## config.mk

```make
export PLATFORM = sky130hd
export DESIGN_NAME = pcie_x1_lsm
export DESIGN_NICKNAME = d
export VERILOG_FILES = /design/src/rtl/pcie_x1_lsm.sv
export SDC_FILE = /design/constraint.sdc
export NUM_CORES = 1
export LEC_CHECK = 0
export CORE_MARGIN = 10
export CORE_UTILIZATION = 51
export CTS_CLUSTER_SIZE = 8
export DETAILED_ROUTE_END_ITERATION = 16
export PLACE_DENSITY = 0.86
export SLEW_MARGIN = 20
export SYNTH_ARGS = -nofsm -noshare
export SYNTH_HDL_FRONTEND = slang
export SYNTH_SLANG_ARGS = --single-unit
```

## constraint.sdc

```tcl
create_clock -name clk_in -period 2.4 [get_ports clk_in]
set_input_delay 0.24 -clock clk_in [delete_from_list [all_inputs] [get_ports clk_in]]
set_output_delay 0.24 -clock clk_in [all_outputs]
set_load 0.02 [all_outputs]
```

## src/rtl/pcie_x1_lsm.sv

```systemverilog
// pcie_x1_lsm: receive lane synchronisation state machine for the x1 link.
// Acquires symbol lock on error-free COM characters and monitors it with an
// error budget that is paid back by runs of good symbols. All outputs are
// registered, one clk_in cycle after the symbol they describe.
//
// state | meaning
// ------+---------------------------------------------------------------
// LOS   | no lock; waiting for the first clean COM
// ACQ   | counting clean COMs towards lock; any bad symbol gives up
// SYNC  | locked; errors accumulate, GOOD_CNT clean symbols forgive one
module pcie_x1_lsm #(
  parameter int COMMA_CNT = 4,
  parameter int GOOD_CNT  = 16,
  parameter int ERR_MAX   = 4
) (
  input  logic       clk_in,
  input  logic       rst_n,
  input  logic [7:0] rx_data_in,
  input  logic       rx_kcntl_in,
  input  logic       rx_cv_in,
  input  logic       rx_disp_err_in,
  input  logic       rx_los_in,
  output logic [7:0] data_out,
  output logic       kcntl_out,
  output logic [2:0] status_out,
  output logic       lanesync_out,
  output logic       sync_lost,
  output logic [1:0] lsm_state
);

  localparam logic [1:0] ST_LOS  = 2'b00;
  localparam logic [1:0] ST_ACQ  = 2'b01;
  localparam logic [1:0] ST_SYNC = 2'b10;

  localparam logic [3:0] COMMA_TGT = 4'(COMMA_CNT);
  localparam logic [7:0] GOOD_TGT  = 8'(GOOD_CNT);
  localparam logic [3:0] ERR_TGT   = 4'(ERR_MAX);

  logic [1:0] state_q, state_d;
  logic [3:0] comma_cnt_q, comma_cnt_d;
  logic [3:0] err_cnt_q, err_cnt_d;
  logic [7:0] good_cnt_q, good_cnt_d;

  logic       invalid, comma;
  logic [7:0] data_d;
  logic       kcntl_d;
  logic [2:0] status_d;
  logic       lanesync_d, sync_lost_d;

  assign invalid = rx_cv_in | rx_disp_err_in;
  assign comma   = rx_kcntl_in & (rx_data_in == 8'hBC) & ~invalid;

  // State and counter registers
  always_ff @(posedge clk_in or negedge rst_n) begin
    if (!rst_n) begin
      state_q     <= ST_LOS;
      comma_cnt_q <= 4'd0;
      err_cnt_q   <= 4'd0;
      good_cnt_q  <= 8'd0;
    end else begin
      state_q     <= state_d;
      comma_cnt_q <= comma_cnt_d;
      err_cnt_q   <= err_cnt_d;
      good_cnt_q  <= good_cnt_d;
    end
  end

  // Next-state and counter update; loss of signal overrides everything
  always_comb begin
    state_d     = state_q;
    comma_cnt_d = comma_cnt_q;
    err_cnt_d   = err_cnt_q;
    good_cnt_d  = good_cnt_q;
    if (rx_los_in) begin
      state_d     = ST_LOS;
      comma_cnt_d = 4'd0;
      err_cnt_d   = 4'd0;
      good_cnt_d  = 8'd0;
    end else begin
      case (state_q)
        ST_LOS: begin
          err_cnt_d  = 4'd0;
          good_cnt_d = 8'd0;
          if (comma) begin
            state_d     = ST_ACQ;
            comma_cnt_d = 4'd1;
          end else begin
            comma_cnt_d = 4'd0;
          end
        end
        ST_ACQ: begin
          if (invalid) begin
            state_d     = ST_LOS;
            comma_cnt_d = 4'd0;
          end else if (comma) begin
            if (comma_cnt_q + 4'd1 == COMMA_TGT) begin
              state_d     = ST_SYNC;
              comma_cnt_d = 4'd0;
              err_cnt_d   = 4'd0;
              good_cnt_d  = 8'd0;
            end else begin
              comma_cnt_d = comma_cnt_q + 4'd1;
            end
          end
        end
        ST_SYNC: begin
          if (invalid) begin
            good_cnt_d = 8'd0;
            if (err_cnt_q + 4'd1 == ERR_TGT) begin
              state_d     = ST_LOS;
              comma_cnt_d = 4'd0;
              err_cnt_d   = 4'd0;
            end else begin
              err_cnt_d = err_cnt_q + 4'd1;
            end
          end else if (good_cnt_q + 8'd1 == GOOD_TGT) begin
            good_cnt_d = 8'd0;
            err_cnt_d  = (err_cnt_q == 4'd0) ? 4'd0 : err_cnt_q - 4'd1;
          end else begin
            good_cnt_d = good_cnt_q + 8'd1;
          end
        end
        default: begin
          state_d     = ST_LOS;
          comma_cnt_d = 4'd0;
          err_cnt_d   = 4'd0;
          good_cnt_d  = 8'd0;
        end
      endcase
    end
  end

  // Output values for the current symbol, with EDB substitution on code violations
  always_comb begin
    data_d      = rx_cv_in ? 8'hFE : rx_data_in;
    kcntl_d     = rx_cv_in | rx_kcntl_in;
    status_d    = rx_cv_in ? 3'b100 : (rx_disp_err_in ? 3'b111 : 3'b000);
    lanesync_d  = (state_d == ST_SYNC);
    sync_lost_d = (state_q == ST_SYNC) && (state_d == ST_LOS);
  end

  // Output registers, cleared asynchronously so nothing glitches high in reset
  always_ff @(posedge clk_in or negedge rst_n) begin
    if (!rst_n) begin
      data_out     <= 8'd0;
      kcntl_out    <= 1'b0;
      status_out   <= 3'b000;
      lanesync_out <= 1'b0;
      sync_lost    <= 1'b0;
    end else begin
      data_out     <= data_d;
      kcntl_out    <= kcntl_d;
      status_out   <= status_d;
      lanesync_out <= lanesync_d;
      sync_lost    <= sync_lost_d;
    end
  end

  assign lsm_state = state_q;

endmodule

```

==> results_dict.tcl <==
set metrics [dict create \
    finalClockSkew_ns 0.0147 \
    crit_slowest_cell "or4bb_1" \
    max_freq_mhz 456 \
    firstDrtPassIters 4 \
    power_frac_comb 0.092 \
    fill_cells 225 \
    synthDominantCellAreaShare 0.483 \
    coreArea_um2 3030 \
    drc 0 \
    most-common-layout-cells "dfrtp_1, clkdlybuf4s50_1, o21ai_0, nand2_1, nor2_1" \
    detail_route.wirelength_um 4160 \
    intPower_uw 826 \
    clkPwrFrac 0.404 \
    antenna_cells 0 \
    dieWidth_um 76.1 \
    pwr-share-seq 0.504 \
    finalHoldViolCount 0 \
    grt_pass1_wl_um 7280 \
    wire_per_inst_um 16.8 \
    worst-r2r-setup-slack_ns 0.21 \
    cts_tree "done" \
    initial_core_util 0.530 \
    instances_no_fill 248 \
    port-buffer-count 29 \
    power.switching_uw 231 \
    ant_nets 0 \
    worstPathMaxFanout 6 \
    vias 1485 \
    synth-edff-count 0 \
    netlist_area_um2 1610 \
    clockRootBuffer "clkbuf_4" \
    start_kind "register" \
    post-route-period-util 0.913 \
    crit_required_ns 2.61 \
    netlist_instances 162 \
    fp.dieArea_um2 5790 \
    grt_max_degree 32 \
    die_height_um 76.1 \
    num_rows 20 \
    grt_pass1_vias 1486 \
    grt_use_total 0.150 \
    synth_compound_area_frac 0.164 \
    tightest_slew_ns 0.617 \
    leakage_uw 0.000901 \
    rsz0062_at_grt "false" \
    clk_latency_ns 0.33 \
    ir_worst_vdd_uv 358 \
    cts_made_buffers 5 \
    p_per_area_nw_per_um2 506 \
    dpl.cell_count 240 \
    antenna_found_initial 0 \
    path_clk_slew_ns 0.10 \
    stdcell_area_um2 2090 \
    switching_share 0.219 \
    drive_gt1_frac 0.162 \
    crit_arrival_ns 2.40 \
    synthTopCellsByArea "dfrtp_1, o21ai_0, ha_1, or2_2, nand2_1" \
    ys_seq_elements 31 \
    cp-end-kind "register" \
    synth_top_family_by_area "simple AND/OR/NAND/NOR gates" \
    place.gp.congestion 0.851 \
    crit_chain "ha_2, or4bb_1, o31ai_1, nor2_1, or3_1, a221o_1" \
    yosysSeqAreaShare 0.483 \
    synth_mux_area_frac 0.0265 \
    layout_commonest_cell "dfrtp_1" \
    nets 222 \
    cts.repair.resized 0 \
    htreeDepth 2 \
    syn_area_per_cell_um2 9.91 \
    min_period_ns 2.19 \
    io_pins 30 \
    numClockSinks 31 \
    setup_tns_ns 0 \
    overflow 0 \
    synth_warnings 0 \
    critical_path_class "register to register" \
    drtIter0Drc 108 \
    status "completed" \
    synth-xor-area-share 0.0109 \
    yosysUniqueCellTypes 42 \
    hold_class "input port to async pin" \
    post-route-util 0.690 \
    maxCapViolCount 0 \
    synth-simple-area-share 0.254 \
    finalMaxSlewViolations 0 \
    ys_async_sr_fraction 1.00 \
    ff2ff_path_depth 6 \
    synth_fa_ha_area_frac 0.0390 \
    areaGrowthSynthToFinish_pct 30.2 \
    synth.net_count 181 \
    cpPeakStageDelay_ns 0.48 \
    holdWs_ns 0.278 \
    finalSetupViolCount 0 \
    vias_per_cell 5.99 \
    synthFlopType "dfrtp_1" \
    cts.path.max_buffers 2 \
    hpwl_um 3090 \
    postCtsSetupBuffers 0 \
    ctsHoldBuffers 0 \
    postPlaceCellArea_um2 2000 \
    max-slew-margin-rel 0.589 \
    critPathLaunch "comma_cnt_q[1]$_DFFE_PN0P_" \
    yosys.area.top_type "dfrtp_1" \
    timing.rr.start "comma_cnt_q[1]$_DFFE_PN0P_" \
]
-- layout make-up --
class,count,area (um2),area share
clock buffers,6,51.3,0.0245
clock inverters,2,35.0,0.0168
inverters,5,21.3,0.0102
multi-input cells,123,801,0.383
flip-flops and latches,31,777,0.372
well taps,44,55.1,0.0263
repair buffers,37,350,0.168
-- worst max-delay path: cells and delay by family, from the launching register on --
family                   cells  cell delay [ns]
AND/OR/NAND/NOR              3             0.91
AO/OA/AOI/OAI                2             0.48
flip-flops                   1             0.44
adder cells (fa/ha/maj)      1             0.24
-- power by group through the flow --
stage          clock network [uW]  registers (uW)  logic (uW)
6_report                      427             533        97.2
5_1_grt                       463             535         105
4_1_cts                       430             534        98.7
3_5_place_dp                    0             544        98.1
3_3_place_gp                    0             544        95.9
2_1_floorplan                   0             557        20.1
-- Yosys cell counts, types with 2 or more instances --
cell       n
o21a_1     2
o21ai_0   16
o31ai_1    2
and3_1     5
ha_1       5
xor2_1     2
nor2b_1    4
nand2_1   13
nor2_1    12
mux2_2     2
o311ai_0   2
a21oi_1    7
inv_1      4
nor3_1     5
a211oi_1   2
or2_2      9
a22o_1     2
nand3_1    8
nand2b_1   2
mux2i_1    2
clkbuf_1   2
nand4b_1   4
dfrtp_1   31
-- registers in the layout, summed over array words and instances, names as in the netlist --
signal / count
data_out: 8
err_cnt_q: 4
lsm_state: 2
lanesync_out: 1
comma_cnt_q: 4
status_out: 2
good_cnt_q: 8
sync_lost: 1
kcntl_out: 1
-- cell families (layout without fill, tap and decap cells) --
family / after synthesis / in the layout
XOR/XNOR: 2 / 2
buffers and inverters: 8 / 50
AND/OR/NAND/NOR: 71 / 71
flip-flops: 31 / 31
multiplexers: 4 / 4
adder cells (fa/ha/maj): 5 / 5
AO/OA/AOI/OAI: 41 / 41
-- final timing paths --
check / endpoint
max in group asynchronous: comma_cnt_q[0]$_DFFE_PN0P_
setup / recovery: err_cnt_q[2]$_DFFE_PN0P_
hold / removal: data_out[4]$_DFF_PN0_
setup reg to reg: err_cnt_q[2]$_DFFE_PN0P_
hold reg to reg: good_cnt_q[6]$_DFFE_PN0P_
min in group clk_in: data_out[0]$_DFF_PN0_
-- through the flow --
step / worst slack, ns / total power (uW)
after floorplan: 0.293 / 577
after global placement: 0.226 / 640
after detailed placement: 0.147 / 642
after CTS: 0.175 / 1060
after global routing: 0.0673 / 1100
final: 0.208 / 1060
-- metal layers --
| layer | vias to the layer above | part of all wire | global-route usage |
|---|---|---|---|
| met5 | - | 0 | 0 |
| li1 | 675 | - | - |
| met4 | 0 | 0.028 | 0.0706 |
| met1 | 722 | 0.42 | 0.170 |
| met3 | 14 | 0.071 | 0.0531 |
| met2 | 74 | 0.48 | 0.246 |
No activity file was read; power rests on OpenSTA's default activity.
